===== src/rtl/shared_and_sched.sv =====
// shared_and_sched
// Round-robin scheduler that shares one LAT-stage pipelined bitwise-AND unit
// among NREQ requesters. At most one requester is granted per cycle. Each
// result comes back LAT cycles later, tagged with the one-hot ID of the
// requester that issued it.
//
// Ports
//   clock      in   sole clock, rising edge
//   reset      in   asynchronous, active-high reset
//   en         in   issue enable; low blocks new grants, in-flight ops drain
//   req_valid  in   [NREQ]        per-requester operand valid
//   req_a      in   [NREQ*WIDTH]  operand a, requester i at [i*WIDTH +: WIDTH]
//   req_b      in   [NREQ*WIDTH]  operand b, same packing as req_a
//   req_ready  out  [NREQ]        one-hot or zero grant (combinational)
//   rsp_valid  out  [NREQ]        one-hot or zero result tag, one-cycle pulse
//   rsp_y      out  [WIDTH]       a & b, zero when no response
//   idle       out                no operation in flight
//   ops_done   out  [CNTW]        delivered-result count, wraps
module shared_and_sched #(
   parameter int NREQ  = 4,
   parameter int WIDTH = 8,
   parameter int LAT   = 2,
   parameter int CNTW  = 16
) (
   input  logic                  clock,
   input  logic                  reset,
   input  logic                  en,
   input  logic [NREQ-1:0]       req_valid,
   input  logic [NREQ*WIDTH-1:0] req_a,
   input  logic [NREQ*WIDTH-1:0] req_b,
   output logic [NREQ-1:0]       req_ready,
   output logic [NREQ-1:0]       rsp_valid,
   output logic [WIDTH-1:0]      rsp_y,
   output logic                  idle,
   output logic [CNTW-1:0]       ops_done
);

   localparam int PW = (NREQ > 1) ? $clog2(NREQ) : 1;

   logic [PW-1:0]    r_ptr;
   logic             w_found;
   logic [PW-1:0]    w_gnt_idx;
   logic             w_take;
   logic [NREQ-1:0]  w_ready;
   logic [WIDTH-1:0] w_y;
   logic             w_busy;

   logic             r_vld_p [LAT];
   logic [NREQ-1:0]  r_id_p  [LAT];
   logic [WIDTH-1:0] r_y_p   [LAT];
   logic [CNTW-1:0]  r_ops;

   // Scan from r_ptr upward (wrapping) and pick the first valid requester.
   always_comb begin
      int            v_sum;
      logic [PW-1:0] v_idx;
      v_sum     = 0;
      v_idx     = '0;
      w_found   = 1'b0;
      w_gnt_idx = '0;
      for (int k = 0; k < NREQ; k++) begin
         v_sum = int'(r_ptr) + k;
         if (v_sum >= NREQ) begin
            v_sum = v_sum - NREQ;
         end
         v_idx = PW'(v_sum);
         if (!w_found && req_valid[v_idx]) begin
            w_found   = 1'b1;
            w_gnt_idx = v_idx;
         end
      end
   end

   assign w_take = en & w_found;

   // One-hot grant plus the AND of the granted requester's operands.
   always_comb begin
      w_ready = '0;
      w_y     = '0;
      for (int i = 0; i < NREQ; i++) begin
         if (w_gnt_idx == PW'(i)) begin
            w_ready[i] = w_take;
            w_y        = req_a[i*WIDTH +: WIDTH] & req_b[i*WIDTH +: WIDTH];
         end
      end
   end

   assign req_ready = w_ready;

   // Pointer moves just past the requester that transferred; holds otherwise.
   always_ff @(posedge clock or posedge reset) begin
      if (reset) begin
         r_ptr <= '0;
      end else if (w_take) begin
         r_ptr <= (w_gnt_idx == PW'(NREQ - 1)) ? '0 : w_gnt_idx + PW'(1);
      end
   end

   // ---- stage boundary: issue -> pipeline stage 1 .. LAT (control) ----
   always_ff @(posedge clock or posedge reset) begin
      if (reset) begin
         for (int s = 0; s < LAT; s++) begin
            r_vld_p[s] <= 1'b0;
         end
         r_ops <= '0;
      end else begin
         r_vld_p[0] <= w_take;
         for (int s = 1; s < LAT; s++) begin
            r_vld_p[s] <= r_vld_p[s-1];
         end
         if (r_vld_p[LAT-1]) begin
            r_ops <= r_ops + CNTW'(1);
         end
      end
   end

   // ---- stage boundary: issue -> pipeline stage 1 .. LAT (data) ----
   // Data carries no reset; every consumer is qualified by the stage valid.
   always_ff @(posedge clock) begin
      r_id_p[0] <= w_ready;
      r_y_p[0]  <= w_y;
      for (int s = 1; s < LAT; s++) begin
         r_id_p[s] <= r_id_p[s-1];
         r_y_p[s]  <= r_y_p[s-1];
      end
   end

   always_comb begin
      w_busy = 1'b0;
      for (int s = 0; s < LAT; s++) begin
         w_busy = w_busy | r_vld_p[s];
      end
   end

   assign rsp_valid = r_vld_p[LAT-1] ? r_id_p[LAT-1] : '0;
   assign rsp_y     = r_vld_p[LAT-1] ? r_y_p[LAT-1]  : '0;
   assign idle      = ~w_busy;
   assign ops_done  = r_ops;

endmodule


===== config.mk =====
export PLATFORM = sky130hd
export DESIGN_NAME = shared_and_sched
export DESIGN_NICKNAME = d
export VERILOG_FILES = /design/src/rtl/shared_and_sched.sv
export SDC_FILE = /design/constraint.sdc
export NUM_CORES = 1
export LEC_CHECK = 0
export BUFFER_PORTS_ARGS = -buffer_cell sky130_fd_sc_hd__clkbuf_2
export CORE_MARGIN = 4
export CORE_UTILIZATION = 45
export CTS_BUF_LIST = sky130_fd_sc_hd__clkbuf_8
export CTS_CLUSTER_DIAMETER = 60
export DETAILED_ROUTE_END_ITERATION = 7
export PLACE_DENSITY = 0.81
export REMOVE_ABC_BUFFERS = 1
export SKIP_CTS_REPAIR_TIMING = 1
export SKIP_LAST_GASP = 1
export SLEW_MARGIN = 5
export SYNTH_ARGS = -nofsm -noshare
export SYNTH_HDL_FRONTEND = slang
export SYNTH_SLANG_ARGS = --single-unit

===== constraint.sdc =====
create_clock -name clock -period 2.5 [get_ports clock]
set_input_delay 0.125 -clock clock [delete_from_list [all_inputs] [get_ports clock]]
set_output_delay 0.125 -clock clock [all_outputs]
set_load 0.03 [all_outputs]

== Word level (Yosys, flattened, before mapping) ==
Memories as Yosys holds them, arrays and structs flattened.
Cells that the tools add are included.
Storage, ports and cells
  register bits after elaboration: 20
  bits in latches: 0
  memory bits (writable): 24
  bits in read-only memories: 0
  input bits: 71
  output and inout bits: 33
  memories kept: 2
Memories
  r_y_p: depth 2, width 8, read ports 2, clocked after memory_dff 0, wr ports 2, line 50  | logic [WIDTH-1:0] r_y_p [LAT];
  r_id_p: depth 2, width 4, read ports 2, clocked after memory_dff 0, wr ports 2, line 49  | logic [NREQ-1:0] r_id_p [LAT];
Operators by class
  add/subtract/negate cells: 9
  multiply operators: 0
  div/mod/pow operators: 0
  order comparisons: 8
  equality and inequality tests: 3
  shift operators: 0
  multiplexer cells: 31
  bitwise gates (word level): 7
  reduce and logical (&&, ||, !) cells: 7
Operators with widths (count)
  8-bit 2-to-1 mux: 5
  8-bit bitwise AND: 4
  2-bit 2-to-1 mux: 9
  16-bit by 1-bit adder with 16-bit output (second input constant): 1
  2-bit by 3-bit < comparator with 1-bit output (second input constant): 4
  1-bit 2-to-1 mux: 12
  3-bit greater-or-equal comparator (second input constant): 3
  1-bit binary-select mux with 2-bit select: 4
  2-bit by 1-bit subtractor with 2-bit output (second input constant): 4
  2-bit by 2-bit adder with 3-bit output (second input constant): 2
  2-bit equality test (second input constant): 2
  4-bit 2-to-1 mux: 1
  2-bit by 1-bit adder with 3-bit output (second input constant): 1
  2-bit by 3-bit greater-or-equal comparator with 1-bit output (second input constant): 1
  1-bit logical AND: 3
  1-bit logical NOT: 3
  2-bit by 1-bit adder with 2-bit output (second input constant): 1
  2-bit by 1-bit equality test with 1-bit output (second input constant): 1
  2-bit logical NOT: 1
  1-bit bitwise AND: 1
  1-bit inverter: 1
  1-bit bitwise OR: 1

== Longest topological paths before layout ==
Gate-level depths: netlist of run 1.
  depth in word-level cells: 19
  gate-level depth with buffers: 10
  mapped depth without buffers: 9

== Worst setup path before layout of run 1 ==
Ideal clock, no wire load.
  kind: register to output
  start point: register r_ptr[1]
  end point: output req_ready[3]
  arrival time: 1947 ps
  data required time: 2375 ps
  path slack: 428 ps
  cell stages (with the launch flop): 8
  cells stage by stage: dfrtp_1 > mux2i_1 > nor2_1 > nor3_1 > ha_1 > clkbuf_1 > clkbuf_1 > and2_2
Between the ends
  longest elaborated chain between the ends: 16
RTL lines
  start: declaration: line 40  | logic [PW-1:0] r_ptr;
  start signal: assignment: line 95  | r_ptr <= (w_gnt_idx == PW'(NREQ - 1)) ? '0 : w_gnt_idx + PW'(1);
  parallel branches: the longest is 15 deep, another holds 2-bit by 1-bit adder with 3-bit output
  1-bit 2-to-1 mux *: line 81  | if (w_gnt_idx == PW'(i)) begin
  end: declaration: line 31  | output logic [NREQ-1:0] req_ready,
Every way passes the cells marked *. The select of a mux whose other input is x is not followed.

== Worst setup path in the final report of run 1 ==
  start point: register r_ptr[1]
  end point: output req_ready[0]
Between the ends
  longest elaborated chain between the ends: 16
RTL lines (line)
  parallel branches: the longest is 15 deep, another holds 2-bit by 1-bit adder with 3-bit output
  1-bit 2-to-1 mux *: 81
Marked as above.

==> reports/results.ini, run 1 <==
[synth]
synth_area_leaders = dfrtp_1, dfxtp_1, a21oi_1
yosysSeqAreaShare_pct = 52.8
ys_async_sr_fraction_pct = 45.5
synthCells = 177
avgSynthCellArea_sq_um = 10.5
yosysWarnings = 0
syn-cell-area_sq_um = 1860
synth_edf_count = 0
synth_largest_area_cell = dfrtp_1
ys_seq_elements = 44
ys.flop_type = dfxtp_1
ys_types = 28
synth_top_area_share_pct = 26.9

[critical_path]
r2r_cells = 9
crit_start = r_ptr[1]
cp.required_ns = 2.38
timing.rr.start = r_ptr[1]
crit_fanout = 9
crit_path_start_kind = flip-flop
critPathKind = reg2out
critPathCaptureType = primary output
crit_arrival_ns = 2.18

[timing]
fmax_ghz = 0.433
finalSetupViolCount = 0
rsz0062_at_grt = no
tightest_slew_ns = 0.769
hold_viol = 20
maxSlewViolCount = 0
hold_ws_ns = -0.0668
finalClockSkew_ns = 0.0107
period_share_pct = 92.4
maxSlewHeadroom_pct = 48.7
final.setup.tns_ns = 0
finalCriticalPeriod_ns = 2.31

[floorplanning]
start_util_pct = 46.4
die_area_sq_um = 5220
rows = 23
io_pins = 104
coreArea_sq_um = 4000
dieWidth_microns = 72.3
dieHeight_microns = 72.3

[route]
drt_iter0_drc = 59
post_drt_wl_per_cell_microns = 13.7
ant_nets = 0
route.detailed.drc = 0
vias = 1737
drt-total-wl_microns = 4560
firstDrtPassIters = 4
vias_per_cell = 5.23

[cts]
cts_root_buf = clkbuf_8
tritoncts = yes
cts_sinks = 44
cts_max_level = 2
worstSkewPairLatency_ns = 0.30
clockBufferDepth = 2
cts_buffers = 5
cts.reportedPaths.clkPinSlew_ns = 0.08

[placed_design]
dpl.hpwl_microns = 3680
dp.cells = 324
place.gp.congestion = 0.814
place_area_sq_um = 2410
port_buffers = 103

[pwr]
p_leak_uw = 0.00129
finalPower_uw = 2250
powerDensity_nw_per_um2 = 897
vdd_drop_max_v = 0.000422

[layout]
multi_input_area_sq_um = 843
synthToLayoutAreaGrowth_pct = 34.9
regArea_sq_um = 981
drive_above_1_share_pct = 42.9
final_nets = 357
final_common_cell = clkbuf_2
final_cell_mix = clkbuf_2, dfxtp_1, a21oi_1, dfrtp_1, nand3_1
final_cell_area_sq_um = 2510
antenna_cells = 0
finalNonFillerCells = 332
layout.filler_cells = 338
postLayoutCoreUtil_pct = 62.7

[grt]
grt_pass1_vias = 1777
grt_pass1_wl_microns = 7530
grt_max_degree = 21
overflow = 0
grtUsageTotal_pct = 18.4
antenna_found_initial = 0

[status]
violations = hold timing
status = finished, violations left

[min_path]
hp-class = in2async

[run]
cap_violations = 0

## logic make-up after synthesis
family                     Yosys count  share of synthesized area, %
DFF                                 44                          52.8
xor gates and xnor gates            15                          7.07
buffers and inverters               11                          2.36
AOI/OAI and AO/OA                   31                          11.2
muxes                                3                          1.95
adders and majority gates            5                          3.37
and+or+nand+nor                     68                          21.3
## critical path, stage by stage, from the launching register on
cell and delay (ns):
dfrtp_1 0.44, mux2i_1 0.23, nor2_1 0.08, nor3_2 0.26
inv_1 0.12, ha_1 0.34, and2_2 0.24, clkbuf_2 0.18
## per-layer routing
layer	up-vias	routed length, microns	GRT usage [%]
li1	832	-	-
met1	802	1700	19.1
met2	89	2270	33.1
met3	14	419	5.96
met4	0	160	9.39
met5	-	0	0
## synth_stat cells, drive strengths merged (5+ instances only)
library cell   n
dfxtp         24
a21oi         20
dfrtp         20
and2          18
nand3         15
nand2         11
xnor2         10
a311oi         8
nand4b         8
and3           6
clkbuf         5
ha             5
nor2           5
xor2           5
## where the power goes
| group | internal [uW] | switching [uW] |
|---|---|---|
| Combinational | 312 | 485 |
| Clock | 188 | 229 |
| Sequential | 916 | 118 |
| Total | 1420 | 832 |
## layout make-up
type	count	share of cell area, %
clock buffers	5	2.75
clock inverters	3	0.499
inverters	4	0.599
multi-input cells	122	33.6
flip-flops and latches	44	39.1
well taps	50	2.50
repair buffers	104	20.9
## sequential cells by signal (all words and copies together), names as in the netlist
signal and flops:
ops_done 16, r_y_p 16, r_ptr 2, r_vld_p 2, r_id_p 8
## path summary, 6_finish.rpt
check                          endpoint  slack [ns]
setup / recovery           req_ready[0]        0.19
hold / removal                 r_ptr[0]       -0.07
setup reg to reg            r_y_p[0][0]        0.35
hold reg to reg            r_id_p[0][7]        0.33
max in group asynchronous  ops_done[10]        2.07
min in group clock          r_y_p[0][5]        0.06
## per-stage QoR
step	hold slack, ns	setup WS [ns]
2_1_floorplan	0.0888	0.499
3_3_place_gp	0.270	0.283
3_5_place_dp	0.279	0.188
4_1_cts	-0.0481	-0.0609
5_1_grt	0.00409	0.0536
6_report	-0.0668	0.190
(Power assumes the default switching activity.)
==> inputs of run 2 (changes only) <==
- ABC_AREA: unset -> 1
- CORE_UTILIZATION: 45 -> 48
- PLACE_DENSITY: 0.81 -> 0.82
==> reports/results.ini, run 2 <==
[grt]
grtUsageTotal_pct = 20.1
grt_pass1_wl_microns = 8580
overflow = 0
grt_max_degree = 21
antenna_found_initial = 0
grt_pass1_vias = 2071

[timing]
hold_viol = 20
maxSlewHeadroom_pct = 46.8
final.setup.tns_ns = 0
period_share_pct = 96.4
rsz0062_at_grt = yes
maxSlewViolCount = 0
fmax_ghz = 0.415
hold_ws_ns = -0.0489
finalClockSkew_ns = 0.00300
finalCriticalPeriod_ns = 2.41
tightest_slew_ns = 0.797
finalSetupViolCount = 0

[route]
firstDrtPassIters = 4
vias = 2173
route.detailed.drc = 0
drt_iter0_drc = 71
drt-total-wl_microns = 5620
vias_per_cell = 4.94
post_drt_wl_per_cell_microns = 12.8
ant_nets = 0

[floorplanning]
coreArea_sq_um = 4380
dieWidth_microns = 75.7
start_util_pct = 50.2
die_area_sq_um = 5730
rows = 24
io_pins = 104
dieHeight_microns = 75.7

[synth]
ys_types = 31
syn-cell-area_sq_um = 2200
synthCells = 276
ys_async_sr_fraction_pct = 45.5
synth_area_leaders = dfrtp_1, dfxtp_1, nand2_1
synth_top_area_share_pct = 22.8
avgSynthCellArea_sq_um = 7.97
yosysMostFrequentCell = nand2_1
synth_largest_area_cell = dfrtp_1
ys.flop_type = dfxtp_1
yosysWarnings = 0
yosysSeqAreaShare_pct = 44.6
ys_top_cells_by_count = nand2_1, inv_1, nand3_1
synth_edf_count = 0
ys_seq_elements = 44

[pwr]
finalPower_uw = 3960
p_leak_uw = 0.00167
powerDensity_nw_per_um2 = 1340
vdd_drop_max_v = 0.000925

[run]
cap_violations = 0

[layout]
antenna_cells = 0
synthToLayoutAreaGrowth_pct = 34.3
final_common_cell = clkbuf_2
final_cell_area_sq_um = 2950
final_cell_mix = clkbuf_2, nand2_1, inv_1, nand3_1, dfxtp_1
final_nets = 463
postLayoutCoreUtil_pct = 67.4
drive_above_1_share_pct = 39.2

[cts]
cts_max_level = 2
tritoncts = yes
clockBufferDepth = 2
cts_buffers = 5
cts_sinks = 44
cts.reportedPaths.clkPinSlew_ns = 0.08
cts_root_buf = clkbuf_8
worstSkewPairLatency_ns = 0.29

[critical_path]
critPathCaptureType = primary output
crit_arrival_ns = 2.29
crit_path_start_kind = flip-flop
critPathKind = reg2out
crit_fanout = 7
cp.required_ns = 2.38

[placed_design]
port_buffers = 103
place_area_sq_um = 2790
dpl.hpwl_microns = 4480
place.gp.congestion = 0.866

[status]
status = finished, violations left
violations = hold timing

[min_path]
hp-class = in2async

[run 2: cell types whose count changed in the layout (fill, tap and decap cells not counted), moves of 8 or more]
cell	change
nand2_1	+59
and2_1	-12
a21oi_1	-11
nor2_1	+12
buf_4	+10
nand4b_1	-8
nand2_2	+8
a311oi_1	-8
inv_1	+27
nand3_1	+15
xnor2_1	-9
[run 2: layout make-up]
| type | instances | area (sq um) |
|---|---|---|
| Tap cell | 52 | 65.1 |
| Inverter | 38 | 149 |
| Sequential cell | 44 | 983 |
| Multi-Input combinational cell | 187 | 1080 |
| Timing Repair Buffer | 111 | 589 |
| Clock inverter | 3 | 16.3 |
| Clock buffer | 5 | 68.8 |
| Fill cell | 371 | 1430 |
[run 2: power breakdown]
part | internal [uW] | switching [uW] | total [uW]
logic | 960 | 1510 | 2470
clock network | 191 | 232 | 423
registers | 931 | 133 | 1060
[run 2: per-stage QoR]
stage | instances | worst slack, ns
6_report | 440 | 0.0897
5_1_grt | 440 | -0.0271
4_1_cts | 438 | -0.201
3_5_place_dp | 430 | 0.146
3_3_place_gp | 430 | 0.191
2_1_floorplan | 269 | -0.00422
[run 2: path summary, 6_finish.rpt]
kind,from,end,slack [ns],depth (start not counted)
setup / recovery,r_ptr[0],req_ready[3],0.09,14
hold / removal,reset,ops_done[9],-0.05,2
setup reg to reg,r_ptr[0],r_y_p[0][6],0.20,17
hold reg to reg,r_id_p[0][3],r_id_p[0][7],0.33,0
max in group asynchronous,reset,r_ptr[0],2.00,2
min in group clock,req_b[30],r_y_p[0][6],0.06,3
[run 2: per-layer routing]
| metal | wire length (microns) | GRT usage, % | vias to the layer above |
|---|---|---|---|
| met1 | 2250 | 23.5 | 980 |
| met3 | 457 | 6.07 | 8 |
| li1 | - | - | 1099 |
| met4 | 94 | 7.77 | 0 |
| met5 | 0 | 0 | - |
| met2 | 2820 | 34.4 | 86 |
[run 2: critical path, stage by stage, from the launching register on]
cell and delay, ns:
dfrtp_2 0.44, buf_4 0.17, nand2_1 0.07, nand2_2 0.09
nand2_2 0.07, nand2_2 0.06, nor2_4 0.13, nand3_4 0.11
nand2_2 0.09, nand2_2 0.08, inv_2 0.09, ha_1 0.17
inv_1 0.05, nor2_1 0.17, buf_4 0.20
[run 2: cell families (layout without fill, tap and decap cells)]
logic type	count (synthesis)	count (layout)	share of synthesized area, %
flip-flops	44	44	44.6
multiplexers	1	1	0.512
buffers and inverters	45	157	8.25
AO/OA/AOI/OAI	20	20	6.48
AND/OR/NAND/NOR	148	148	32.1
adder cells (fa/ha/maj)	5	5	2.84
XOR/XNOR	13	13	5.18
